`config.mk`:
```
export PLATFORM = sky130hd
export DESIGN_NAME = mem_dump_reader_flat
export DESIGN_NICKNAME = d
export VERILOG_FILES = /design/src/rtl/mem_dump_reader_if.sv /design/src/rtl/mem_dump_reader.sv /design/src/flat_wrapper.sv
export SDC_FILE = /design/constraint.sdc
export NUM_CORES = 1
export LEC_CHECK = 0
export BUFFER_PORTS_ARGS = -buffer_cell sky130_fd_sc_hd__buf_2
export CORE_MARGIN = 1.5
export CORE_UTILIZATION = 45
export DETAILED_ROUTE_END_ITERATION = 12
export SYNTH_ARGS = -nofsm -noshare
export SYNTH_HDL_FRONTEND = slang
export SYNTH_SLANG_ARGS = --single-unit
```
`constraint.sdc`:
```
create_clock -name clk -period 5.34 [get_ports clk]
set_clock_uncertainty 0.05 [all_clocks]
set_input_delay 1.068 -clock clk [delete_from_list [all_inputs] [get_ports clk]]
set_output_delay 1.068 -clock clk [all_outputs]
set_load 0.01 [all_outputs]
```
`src/rtl/mem_dump_reader_if.sv`:
```
// Command, memory-stage fetch and output-stream signals of mem_dump_reader.
// The slave modport is the reader's view; master is the surrounding system.
interface mem_dump_reader_if;
    logic        cmd_valid;
    logic        cmd_ready;
    logic [16:0] cmd_addr;
    logic [15:0] cmd_len;
    logic        interlock;
    logic [31:0] fetch_addr;
    logic [31:0] fetch_result;
    logic [31:0] dout;
    logic        dout_valid;
    logic        dout_ready;
    logic        done;

    modport master (
        output cmd_valid, cmd_addr, cmd_len, fetch_result, dout_ready,
        input  cmd_ready, interlock, fetch_addr, dout, dout_valid, done
    );

    modport slave (
        input  cmd_valid, cmd_addr, cmd_len, fetch_result, dout_ready,
        output cmd_ready, interlock, fetch_addr, dout, dout_valid, done
    );
endinterface

```
`src/rtl/mem_dump_reader.sv`:
```
// Streams a range of data-BRAM words through the memory stage while stalling the core,
// buffering returned words in a small FIFO for a valid/ready consumer.
module mem_dump_reader #(
    parameter int unsigned FETCH_LAT  = 3,
    parameter int unsigned FIFO_DEPTH = 8
) (
    input  logic             clk,
    input  logic             rstn,
    mem_dump_reader_if.slave bus_io
);
    localparam int unsigned PtrW = $clog2(FIFO_DEPTH);
    localparam int unsigned CntW = PtrW + 1;
    localparam logic [CntW:0]   DepthCmp = (CntW + 1)'(FIFO_DEPTH);
    localparam logic [CntW-1:0] DepthCnt = CntW'(FIFO_DEPTH);

    typedef enum logic [1:0] {StIdle, StIssue, StDrain} state_e;

    state_e               state_q;
    logic [16:0]          addr_q;
    logic [15:0]          remaining_q;
    logic [FETCH_LAT-1:0] inflight_q;
    logic                 interlock_q;
    logic                 done_q;
    logic                 cmd_ready_q;

    logic [31:0]          mem_q [FIFO_DEPTH];
    logic [PtrW-1:0]      wr_ptr_q;
    logic [PtrW-1:0]      rd_ptr_q;
    logic [CntW-1:0]      count_q;

    logic [CntW-1:0]      inflight_cnt;
    logic [CntW:0]        credit_sum;
    logic [FETCH_LAT-1:0] inflight_d;
    logic                 issue;
    logic                 capture;
    logic                 pop;
    logic                 handshake;

    always_comb begin
        inflight_cnt = '0;
        for (int i = 0; i < int'(FETCH_LAT); i++) begin
            inflight_cnt = inflight_cnt + CntW'(inflight_q[i]);
        end
        // Words already in flight hold a FIFO slot so a capture can never overflow it.
        credit_sum = {1'b0, count_q} + {1'b0, inflight_cnt};
        issue      = (state_q == StIssue) && (credit_sum < DepthCmp);
        inflight_d = (inflight_q << 1) | FETCH_LAT'(issue);
        capture    = inflight_q[FETCH_LAT-1];
        pop        = (count_q != '0) && bus_io.dout_ready;
        handshake  = bus_io.cmd_valid && cmd_ready_q;
    end

    always_ff @(posedge clk) begin
        if (!rstn) begin
            state_q     <= StIdle;
            addr_q      <= '0;
            remaining_q <= '0;
            inflight_q  <= '0;
            interlock_q <= 1'b0;
            done_q      <= 1'b0;
            cmd_ready_q <= 1'b1;
        end else begin
            inflight_q <= inflight_d;
            done_q     <= 1'b0;
            unique case (state_q)
                StIdle: begin
                    if (handshake) begin
                        addr_q      <= bus_io.cmd_addr;
                        remaining_q <= bus_io.cmd_len;
                        if (bus_io.cmd_len != '0) begin
                            state_q     <= StIssue;
                            interlock_q <= 1'b1;
                            cmd_ready_q <= 1'b0;
                        end else begin
                            done_q <= 1'b1;
                        end
                    end
                end
                StIssue: begin
                    if (issue) begin
                        addr_q      <= addr_q + 17'd1;
                        remaining_q <= remaining_q - 16'd1;
                        if (remaining_q == 16'd1) state_q <= StDrain;
                    end
                end
                StDrain: begin
                    if (inflight_d == '0) begin
                        state_q     <= StIdle;
                        interlock_q <= 1'b0;
                        cmd_ready_q <= 1'b1;
                        done_q      <= 1'b1;
                    end
                end
                default: state_q <= StIdle;
            endcase
        end
    end

    always_ff @(posedge clk) begin
        if (!rstn) begin
            wr_ptr_q <= '0;
            rd_ptr_q <= '0;
            count_q  <= '0;
        end else begin
            assert (!(capture && !pop && count_q == DepthCnt))
                else $error("mem_dump_reader: output FIFO overflow");
            if (capture) wr_ptr_q <= wr_ptr_q + PtrW'(1);
            if (pop)     rd_ptr_q <= rd_ptr_q + PtrW'(1);
            if (capture && !pop)      count_q <= count_q + CntW'(1);
            else if (pop && !capture) count_q <= count_q - CntW'(1);
        end
    end

    always_ff @(posedge clk) begin
        if (capture) mem_q[wr_ptr_q] <= bus_io.fetch_result;
    end

    assign bus_io.cmd_ready  = cmd_ready_q;
    assign bus_io.interlock  = interlock_q;
    assign bus_io.fetch_addr = {15'b0, addr_q};
    assign bus_io.done       = done_q;
    assign bus_io.dout_valid = (count_q != '0);
    assign bus_io.dout       = mem_q[rd_ptr_q];
endmodule
```
`src/flat_wrapper.sv`:
```
// flat-port wrapper written by rule: the top's interface ports become plain ports
module mem_dump_reader_flat 
#(
    parameter int unsigned FETCH_LAT  = 3,
    parameter int unsigned FIFO_DEPTH = 8
)
  (clk, rstn, bus_io_cmd_valid, bus_io_cmd_addr, bus_io_cmd_len, bus_io_fetch_result, bus_io_dout_ready, bus_io_cmd_ready, bus_io_interlock, bus_io_fetch_addr, bus_io_dout, bus_io_dout_valid, bus_io_done);
  mem_dump_reader_if bus_io_i ();
  input  logic clk;
  input  logic rstn;
  input wire logic [$bits(bus_io_i.cmd_valid)-1:0] bus_io_cmd_valid;
  input wire logic [$bits(bus_io_i.cmd_addr)-1:0] bus_io_cmd_addr;
  input wire logic [$bits(bus_io_i.cmd_len)-1:0] bus_io_cmd_len;
  input wire logic [$bits(bus_io_i.fetch_result)-1:0] bus_io_fetch_result;
  input wire logic [$bits(bus_io_i.dout_ready)-1:0] bus_io_dout_ready;
  output wire logic [$bits(bus_io_i.cmd_ready)-1:0] bus_io_cmd_ready;
  output wire logic [$bits(bus_io_i.interlock)-1:0] bus_io_interlock;
  output wire logic [$bits(bus_io_i.fetch_addr)-1:0] bus_io_fetch_addr;
  output wire logic [$bits(bus_io_i.dout)-1:0] bus_io_dout;
  output wire logic [$bits(bus_io_i.dout_valid)-1:0] bus_io_dout_valid;
  output wire logic [$bits(bus_io_i.done)-1:0] bus_io_done;
  assign bus_io_i.cmd_valid = bus_io_cmd_valid;
  assign bus_io_i.cmd_addr = bus_io_cmd_addr;
  assign bus_io_i.cmd_len = bus_io_cmd_len;
  assign bus_io_i.fetch_result = bus_io_fetch_result;
  assign bus_io_i.dout_ready = bus_io_dout_ready;
  assign bus_io_cmd_ready = bus_io_i.cmd_ready;
  assign bus_io_interlock = bus_io_i.interlock;
  assign bus_io_fetch_addr = bus_io_i.fetch_addr;
  assign bus_io_dout = bus_io_i.dout;
  assign bus_io_dout_valid = bus_io_i.dout_valid;
  assign bus_io_done = bus_io_i.done;
  mem_dump_reader #(.FETCH_LAT(FETCH_LAT), .FIFO_DEPTH(FIFO_DEPTH)) u_core (.clk(clk), .rstn(rstn), .bus_io(bus_io_i));
endmodule
```
==> results of run 1 <==
==> metal layers <==
layer  wire (um)  global-route usage (%)  vias to the layer above  share of wire (%)
met1       12200                    25.8                     3664                 46
li1            -                       -                     3405                  -
met4         416                    4.80                        4                1.5
met3        1550                    3.80                       39                5.8
met5          27                       0                        -               0.10
met2       12600                    29.4                      211                 47
==> cell usage in the layout, fill, tap and decap left out, types with 7 or more instances in the layout <==
cell	Yosys	final
sky130_fd_sc_hd__buf_2	13	121
sky130_fd_sc_hd__a22oi_1	9	9
sky130_fd_sc_hd__a21oi_1	49	49
sky130_fd_sc_hd__conb_1	1	15
sky130_fd_sc_hd__o221a_2	7	7
sky130_fd_sc_hd__mux4_2	64	64
sky130_fd_sc_hd__o32ai_1	18	18
sky130_fd_sc_hd__nor3_1	19	17
sky130_fd_sc_hd__edfxtp_1	256	256
sky130_fd_sc_hd__buf_4	15	18
sky130_fd_sc_hd__mux2_2	32	32
sky130_fd_sc_hd__nor4_1	8	8
sky130_fd_sc_hd__nand3_1	9	9
sky130_fd_sc_hd__nor2_1	53	47
sky130_fd_sc_hd__dfxtp_1	54	51
sky130_fd_sc_hd__nand2_1	49	49
sky130_fd_sc_hd__clkbuf_1	34	10
sky130_fd_sc_hd__a31oi_1	8	8
sky130_fd_sc_hd__clkbuf_16	0	36
sky130_fd_sc_hd__ha_1	13	13
==> final timing paths <==
kind / from / endpoint / slack, ps
setup / recovery: register / bus_io_dout[7] / 1460
hold / removal: u_core.bus_io.interlock / u_core.bus_io.interlock / 390
setup reg to reg: u_core.inflight_q[2] / u_core.addr_q[11] / 2110
hold reg to reg: u_core.bus_io.interlock / u_core.bus_io.interlock / 390
==> registers in the layout, summed over array words and instances, names as in the netlist, 2 cells and up, named ones only <==
signal              count
u_core.addr_q          17
u_core.inflight_q       3
u_core.wr_ptr_q         3
u_core.state_q          2
u_core.count_q          4
u_core.rd_ptr_q         3
u_core.remaining_q     16
u_core.mem_q          256
==> worst min-delay path: stages (launching register included) <==
cell	delay, ps
sky130_fd_sc_hd__dfxtp_1	300
sky130_fd_sc_hd__inv_1	40
sky130_fd_sc_hd__a21oi_1	50
==> report_power, final <==
group	leakage (nW)	total [mW]	switching, mW	internal, mW
Clock	0.551	2.35	0.908	1.45
Sequential	2.75	2.87	0.177	2.70
Combinational	1.79	1.24	0.590	0.650
==> logic make-up (layout without fill, tap and decap cells) <==
logic type | Yosys count | count (layout)
simple gates | 176 | 176
buf+inv | 70 | 206
flops | 310 | 310
xor+xnor | 8 | 8
mux | 101 | 101
fa+ha+maj | 15 | 15
compound gates | 119 | 119
other cells | 1 | 16
==> metrics by stage <==
step / cell area (um2) / hold WS, ps / utilization, % / setup WS [ps]
final: 15100 / 395 / 53.8 / 1460
after floorplan: 13000 / 383 / - / 2010
after CTS: 15100 / 397 / 53.8 / 1360
after detailed placement: 13900 / 383 / 49.7 / 1890
after global routing: 15100 / 420 / 53.8 / 1250
after global placement: 13900 / 387 / 49.7 / 1910
==> cell type report <==
type | count | area, um2 | share of cell area [%]
Tap cell | 378 | 473 | 3.14
Timing Repair Buffer | 139 | 741 | 4.92
Antenna cell | 1 | 2.50 | 0.0166
Sequential cell | 310 | 8770 | 58.2
Multi-Input combinational cell | 434 | 3910 | 26.0
Clock inverter | 13 | 183 | 1.21
Inverter | 7 | 26.3 | 0.174
Clock buffer | 47 | 952 | 6.32
==> reports/qor.log, run 1 <==
[run_status] run status finished clean
[global_routing] total congestion overflow after global routing 0
[power_and_ir_drop] total power after layout 6.47 mW
[sta] transition time at the pin with the least slew margin 1010 ps
[critical_path] series of cell instances along the critical path buf_4 > mux4_2 > mux2_2 > buf_2
[place] Buffers on Ports 121
[synthesis] ys flop type sky130_fd_sc_hd__edfxtp_1
[global_routing] initial antenna violation count 3
[critical_path] count of buffer and inverter cells on the critical path 2
[clock_tree] H-tree levels 2
[global_routing] global-route wire length before repair 41000 um
[clock_tree] maximum buffer depth of the clock tree 3
[detailed_routing] routed wirelength normalized by instance count 20.2 um
[global_routing] vias in the first global route 7247
[synthesis] cell type contributing the most total cell area after synthesis sky130_fd_sc_hd__edfxtp_1
[place] HPWL Detailed 15400 um
[critical_path] slowest stage delay, CP 840 ps
[synthesis] cell area after synthesis 12900 um2
[critical_path] Top Family by Delay on Critical Path flip-flops
[synthesis] synth unique cells 54
[power_and_ir_drop] power density relative to cell area 429 nW/um2
[floorplan] chip height 172 um
[sta] final hold viol count 0
[sta] number of failing setup endpoints in the final timing report 0
[synthesis] number of synthesized flops with an enable pin 256
[detailed_routing] Post-DRT Antenna Nets 0
[synthesis] main combinational cell family by area after synthesis multiplexers
[place] post-placement cell count 1268
[clock_tree] clock tree from TritonCTS yes
[layout] number of standard cells in the layout, taps in and fillers out 1329
[synthesis] leading post-synthesis cells by cell area sky130_fd_sc_hd__edfxtp_1 (60%), sky130_fd_sc_hd__mux4_2 (11%), sky130_fd_sc_hd__dfxtp_1 (8.4%), sky130_fd_sc_hd__mux2_2 (2.8%), sky130_fd_sc_hd__a21oi_1 (1.9%)
[sta] clock period minus final worst setup slack 3880 ps
[synthesis] Post-Synth XOR/XNOR Area 0.543%
[min_path] worst hold path class reg2reg
[critical_path] Worst setup SP type register
[critical_path] Crit. path cell count 4
[layout] Syn-to-layout area delta 16.7%
[synthesis] top cell type's share of synthesized area 59.6%
[critical_path] Arrival @ worst endpoint 2760 ps
[layout] fillers 2310
[detailed_routing] overall via count from detail_route 7323
[synthesis] most common library cells after synthesis sky130_fd_sc_hd__edfxtp_1 (256), sky130_fd_sc_hd__mux4_2 (64), sky130_fd_sc_hd__dfxtp_1 (54), sky130_fd_sc_hd__nor2_1 (53)
[synthesis] share of the synthesized area in compound gates (AO/OA/AOI/OAI) 6.38%
[synthesis] adder-cell share of the synthesized area 1.57%
[min_path] Worst Hold Path Cells 2
[power_and_ir_drop] leakage power total 5.09 nW
[floorplan] chip width 172 um
[synthesis] area share of and/or/nand/nor cells after synthesis 6.56%
[floorplan] Core Footprint 28000 um2
[clock_tree] CTS clock-pin slew for the worst setup and hold paths 50 ps
[sta] number of pins exceeding their max-slew limit in the final report 0
[global_routing] maximum number of pins on one net before global-route repair 69
[detailed_routing] routed vias/inst 5.51
[detailed_routing] DR DRC count 0
[layout] layout cell share with drive strength beyond 1 32.5%
[critical_path] CP Max Fanout 38
[clock_tree] Num Clock Sinks 310
[clock_tree] clock latency at the later pin of the worst-skew pair 500 ps
[global_routing] overall global routing resource usage 18.4%
[synthesis] ys async rst share 0%
[sta] fraction of the cycle the final worst path needs 72.7%
[detailed_routing] drt initial violations 555
[clock_tree] master cell of the clock root buffer sky130_fd_sc_hd__clkbuf_16
[synthesis] most common cell in the netlist sky130_fd_sc_hd__edfxtp_1
[sta] final setup TNS 0 ps
[detailed_routing] post-detailed-routing wire length 26900 um
[flow_run] count of max-cap constraint violations 0
[floorplan] Initial Utilization 46.1%
[clock_tree] Post-CTS Setup Bufs 0
[sta] unrepaired setup endpoints after global routing false
[critical_path] classification of the worst setup path reg2out
[place] Final GP Congestion 0.783
[power_and_ir_drop] worst vdd rail ir drop 0.000263 V
[synthesis] Synthesis Warnings 0
[critical_path] worst path required time 4220 ps
[floorplan] number of I/O pins 137
[synthesis] Synth Register Bits 310
[synthesis] instance count of the mapped netlist 800
[synthesis] multiplexer fraction of the synthesized cell area 14.4%
[floorplan] Die Outline Area 29700 um2
[clock_tree] number of hold buffers added after CTS 0
[critical_path] cell with the largest stage delay on the worst path sky130_fd_sc_hd__dfxtp_4
[clock_tree] # resized after CTS 0
[critical_path] CP endpoint kind output pin
[sta] fmax 258 MHz
[sta] Max transition margin 32.9%
[synthesis] Synth Area per Inst 16.1 um2
[floorplan] Std-Cell Rows 61
[synthesis] share of the yosys chip area belonging to registers 67.9%
[layout] number of nets in the layout 1010
[detailed_routing] first-pass detailed-route iteration total 5
[critical_path] number of cells on the worst reg-to-reg path 8
[clock_tree] number of buffers added by the clock tree synthesis step 34
(Power assumes the default switching activity.)
==> inputs of run 2 (changes only) <==
- clock period: 5.34 -> 3.8 ns (I/O delays scaled with it)
==> run 2 against run 1 <==
  * Worst setup slack lost 850 ps
  * Core utilization rose by 0.34 points
  * Cell area grew 0.63%
  * Non-clock buffer count increased by 7
  * Sequential share of layout area down 0.37 points
  * Clock-buffer cell count down 5
==> reports/qor.log, run 2 (synthesis gave the netlist of run 1 again) <==
[layout] layout cell share with drive strength beyond 1 33.5%
[sta] Max transition margin 53.4%
[detailed_routing] overall via count from detail_route 7458
[min_path] Worst Hold Path Cells 2
[sta] transition time at the pin with the least slew margin 693 ps
[sta] final hold viol count 0
[sta] Final WS setup 603 ps
[floorplan] chip height 172 um
[layout] summed area of non-filler cells in the final layout 15200 um2
[layout] most common cell after layout, fill and taps aside sky130_fd_sc_hd__edfxtp_1
[critical_path] Worst setup SP type register
[layout] number of nets in the layout 1018
[clock_tree] CTS clock-pin slew for the worst setup and hold paths 60 ps
[place] HPWL Detailed 16000 um
[sta] fraction of the cycle the final worst path needs 84.1%
[layout] final antenna diode count 0
[sta] clock period minus final worst setup slack 3200 ps
[clock_tree] maximum buffer depth of the clock tree 3
[place] dpl cell area 14000 um2
[critical_path] CP endpoint kind output pin
[power_and_ir_drop] worst vdd rail ir drop 0.000322 V
[floorplan] Std-Cell Rows 61
[detailed_routing] first-pass detailed-route iteration total 5
[critical_path] Arrival @ worst endpoint 2390 ps
[detailed_routing] routed vias/inst 5.58
[clock_tree] Post-CTS Setup Bufs 0
[detailed_routing] DR DRC count 0
[layout] multi-input combinational cell area 3910 um2
[layout] Storage cell area 8770 um2
[global_routing] initial antenna violation count 3
[global_routing] total congestion overflow after global routing 0
[layout] flip-flop count of the largest register after layout 256
[clock_tree] master cell of the clock root buffer sky130_fd_sc_hd__clkbuf_16
[sta] number of pins exceeding their max-slew limit in the final report 0
[sta] unrepaired setup endpoints after global routing false
[layout] Syn-to-layout area delta 17.5%
[sta] number of failing setup endpoints in the final timing report 0
[detailed_routing] drt initial violations 486
[critical_path] worst path required time 2990 ps
[layout] final core utilization 54.1%
[sta] worst hold-check slack 397 ps
[global_routing] global-route wire length before repair 41400 um
[clock_tree] Num Clock Sinks 310
[place] placement-stage worst setup slack 1040 ps
[run_status] run status finished clean
[floorplan] Core Footprint 28000 um2
[critical_path] number of cells on the worst reg-to-reg path 8
[floorplan] Initial Utilization 46.1%
[min_path] worst hold path class reg2reg
[floorplan] number of I/O pins 137
[clock_tree] number of hold buffers added after CTS 0
[flow_run] count of max-cap constraint violations 0
[clock_tree] # resized after CTS 0
[layout] registers with the highest flip-flop counts u_core.mem_q x256, u_core.addr_q x17, u_core.remaining_q x16
[floorplan] chip width 172 um
[layout] Largest Register u_core.mem_q
[critical_path] CP Max Fanout 28
[layout] top library cells by usage in the layout, fill and taps aside sky130_fd_sc_hd__edfxtp_1 (256), sky130_fd_sc_hd__buf_2 (121), sky130_fd_sc_hd__mux4_2 (64)
[floorplan] Die Outline Area 29700 um2
[power_and_ir_drop] power density relative to cell area 602 nW/um2
[global_routing] overall global routing resource usage 18.4%
[sta] final setup TNS 0 ps
[power_and_ir_drop] leakage power total 5.15 nW
[detailed_routing] post-detailed-routing wire length 26700 um
[layout] fillers 2268
[detailed_routing] Post-DRT Antenna Nets 0
[clock_tree] clock latency at the later pin of the worst-skew pair 500 ps
[detailed_routing] routed wirelength normalized by instance count 20.0 um
[place] Final GP Congestion 0.799
[clock_tree] number of buffers added by the clock tree synthesis step 35
[global_routing] maximum number of pins on one net before global-route repair 69
[clock_tree] H-tree levels 2
[global_routing] vias in the first global route 7290
[sta] fmax 313 MHz
[critical_path] classification of the worst setup path reg2out
[place] Buffers on Ports 121
[clock_tree] clock tree from TritonCTS yes
==> run 2: worst paths after layout <==
check | from | endpoint | slack (ps)
setup / recovery | register | bus_io_dout[1] | 600
hold / removal | u_core.bus_io.interlock | u_core.bus_io.interlock | 400
setup reg to reg | u_core.inflight_q[2] | u_core.addr_q[6] | 1040
hold reg to reg | u_core.bus_io.interlock | u_core.bus_io.interlock | 400
==> run 2: area by class of cell <==
class	instances	area share, %
Sequential cell	310	57.9
Timing Repair Buffer	146	5.48
Tap cell	378	3.12
Multi-Input combinational cell	434	25.8
Inverter	7	0.173
Clock inverter	20	1.44
Clock buffer	42	6.09
==> run 2: power by group <==
part / total (mW) / switching (mW) / internal [mW] / leakage, nW
Clock: 3.31 / 1.30 / 2.01 / 0.558
Combinational: 1.89 / 0.950 / 0.936 / 1.84
Sequential: 3.93 / 0.139 / 3.79 / 2.75
Total: 9.12 / 2.38 / 6.74 / 5.15
==> run 2: layer usage <==
| layer | wire length, um | global-route usage [%] | share of wire, % | vias up |
|---|---|---|---|---|
| met1 | 11700 | 25.2 | 44 | 3738 |
| met5 | 23 | 0 | 0.086 | - |
| li1 | - | - | - | 3433 |
| met3 | 1790 | 3.96 | 6.7 | 38 |
| met2 | 12900 | 30.2 | 48 | 245 |
| met4 | 362 | 4.42 | 1.4 | 4 |
==> run 2: critical path, stage by stage (launching register included) <==
cell,delay [ps]
sky130_fd_sc_hd__dfxtp_2,610
sky130_fd_sc_hd__buf_4,470
sky130_fd_sc_hd__mux4_2,380
sky130_fd_sc_hd__mux2_2,290
sky130_fd_sc_hd__buf_2,140
==> run 2: per-stage QoR <==
step / cells / power [mW]
floorplan: 814 / 5.39
global placement: 1275 / 5.90
detailed placement: 1275 / 5.91
CTS: 1337 / 9.24
global route: 1337 / 9.55
finish: 1337 / 9.12
==> inputs of run 3 (changes only) <==
- PLACE_DENSITY: not set -> 0.66
- clock period: 3.8 -> 2.6 ns (I/O delays scaled with it)
==> run 3 against run 2 <==
  * The run now ends with negative setup slack left
  * Non-clock buffer count grew 31
  * Flip-flop and latch count is the same
  * Cell area grew 4.1%
  * Cell count grew 1.9%
==> reports/qor.log, run 3 (synthesis gave the netlist of run 1 again) <==
[place] dpl cell area 14200 um2
[critical_path] worst path required time 2030 ps
[flow_run] count of max-cap constraint violations 0
[place] Final GP Congestion 0.809
[global_routing] total congestion overflow after global routing 0
[floorplan] Initial Utilization 46.1%
[sta] final hold viol count 0
[place] HPWL Detailed 15900 um
[power_and_ir_drop] worst vdd rail ir drop 0.000523 V
[layout] flip-flop count of the largest register after layout 256
[global_routing] vias in the first global route 7515
[place] placement-stage worst setup slack 16.8 ps
[layout] registers with the highest flip-flop counts u_core.mem_q x256, u_core.addr_q x17, u_core.remaining_q x16
[sta] clock period minus final worst setup slack 2750 ps
[global_routing] initial antenna violation count 1
[place] Buffers on Ports 121
[sta] Max transition margin 65.1%
[layout] most common cell after layout, fill and taps aside sky130_fd_sc_hd__edfxtp_1
[sta] transition time at the pin with the least slew margin 519 ps
[global_routing] overall global routing resource usage 18.6%
[layout] number of standard cells in the layout, taps in and fillers out 1362
[layout] Largest Register u_core.mem_q
[floorplan] number of I/O pins 137
[floorplan] chip height 172 um
[critical_path] Worst setup SP type register
[detailed_routing] first-pass detailed-route iteration total 5
[detailed_routing] DR DRC count 0
[global_routing] maximum number of pins on one net before global-route repair 41
[sta] Final WS setup -147 ps
[sta] unrepaired setup endpoints after global routing true
[clock_tree] number of hold buffers added after CTS 0
[clock_tree] maximum buffer depth of the clock tree 3
[sta] fraction of the cycle the final worst path needs 106%
[detailed_routing] post-detailed-routing wire length 28200 um
[detailed_routing] overall via count from detail_route 7604
[sta] number of failing setup endpoints in the final timing report 32
[detailed_routing] wire length on met2 14000 um
[clock_tree] clock tree from TritonCTS yes
[floorplan] chip width 172 um
[floorplan] Std-Cell Rows 61
[detailed_routing] metal3 WL 1500 um
[layout] summed area of non-filler cells in the final layout 15800 um2
[critical_path] cell with the largest stage delay on the worst path sky130_fd_sc_hd__mux4_2
[layout] number of nets in the layout 1045
[clock_tree] clock latency at the later pin of the worst-skew pair 560 ps
[detailed_routing] wire length the detailed router placed on met1 12400 um
[detailed_routing] routed wirelength normalized by instance count 20.7 um
[clock_tree] H-tree levels 1
[critical_path] CP Max Fanout 8
[sta] fmax 364 MHz
[place] post-placement cell count 1292
[sta] number of pins exceeding their max-slew limit in the final report 0
[clock_tree] Num Clock Sinks 310
[detailed_routing] routed vias/inst 5.58
[critical_path] slowest stage delay, CP 490 ps
[global_routing] global-route wire length before repair 42400 um
[clock_tree] CTS clock-pin slew for the worst setup and hold paths 60 ps
[detailed_routing] Post-DRT Antenna Nets 0
[clock_tree] number of buffers added by the clock tree synthesis step 31
[critical_path] Arrival @ worst endpoint 2180 ps
[critical_path] Top Family by Delay on Critical Path multiplexers
[floorplan] Die Outline Area 29700 um2
[clock_tree] master cell of the clock root buffer sky130_fd_sc_hd__clkbuf_16
[power_and_ir_drop] leakage power total 5.42 nW
[critical_path] series of cell instances along the critical path buf_6 > clkbuf_16 > mux4_2 > mux2_2 > buf_2
[floorplan] Core Footprint 28000 um2
[layout] final core utilization 56.4%
[critical_path] count of buffer and inverter cells on the critical path 3
[critical_path] CP endpoint kind output pin
[critical_path] classification of the worst setup path reg2out
[min_path] worst hold path class in2reg
[layout] top library cells by usage in the layout, fill and taps aside sky130_fd_sc_hd__edfxtp_1 (256), sky130_fd_sc_hd__buf_2 (105), sky130_fd_sc_hd__mux4_2 (64)
[run_status] violations in the final reports negative setup slack
[run_status] run status complete, but fails checks
[layout] Syn-to-layout area delta 22.3%
[detailed_routing] uppermost metal layer occupied by signal nets met4
[power_and_ir_drop] power density relative to cell area 881 nW/um2
[layout] layout cell share with drive strength beyond 1 35.7%
[detailed_routing] drt initial violations 626
## run 3: stage by stage
step | hold WS [ps] | TNS, ps | power [mW]
2_1_floorplan | 383 | 0 | 7.87
3_3_place_gp | 382 | 0 | 8.75
3_5_place_dp | 387 | 0 | 8.79
4_1_cts | 147 | -5290 | 13.6
5_1_grt | 163 | -6000 | 14.5
6_report | 173 | -3900 | 13.9
## run 3: path summary, 6_finish.rpt
check,startpoint,endpoint,slack (ps),depth (start not counted)
setup reg to reg,u_core.inflight_q[0],u_core.remaining_q[0],120,8
hold reg to reg,u_core.bus_io.interlock,u_core.bus_io.interlock,390,2
hold / removal,bus_io_fetch_result[8],u_core.mem_q[3][8],170,1
setup / recovery,register,bus_io_dout[26],-150,5
## run 3: routing by layer
metal / track usage (%) / vias to the layer above
met5: 0 / -
met4: 3.40 / 0
met3: 3.57 / 27
met2: 31.4 / 231
met1: 25.5 / 3869
li1: - / 3477
## run 3: final cells by class
cell class	count	area [um2]
diodes	1	2.50
inverters	7	26.3
clock inverters	20	230
fillers	2184	12200
repair buffers	177	1460
well taps	378	473
multi-input cells	434	4030
clock buffers	35	791
flip-flops and latches	310	8780
## run 3: timing repair
| action | CTS | global route |
|---|---|---|
| cloned | 2 | 7 |
| setup endpoints to repair | 34 | 64 |
| pin swaps | 0 | 1 |
| setup buffers | 2 | 3 |
| gates resized for setup | 36 | 20 |
## run 3: where the power goes
| part | total [mW] | internal (mW) | leakage, nW | switching, mW |
|---|---|---|---|---|
| logic | 3.70 | 2.03 | 2.18 | 1.68 |
| registers | 5.71 | 5.54 | 2.75 | 0.173 |
| clock network | 4.50 | 2.67 | 0.495 | 1.83 |
| total | 13.9 | 10.2 | 5.42 | 3.68 |
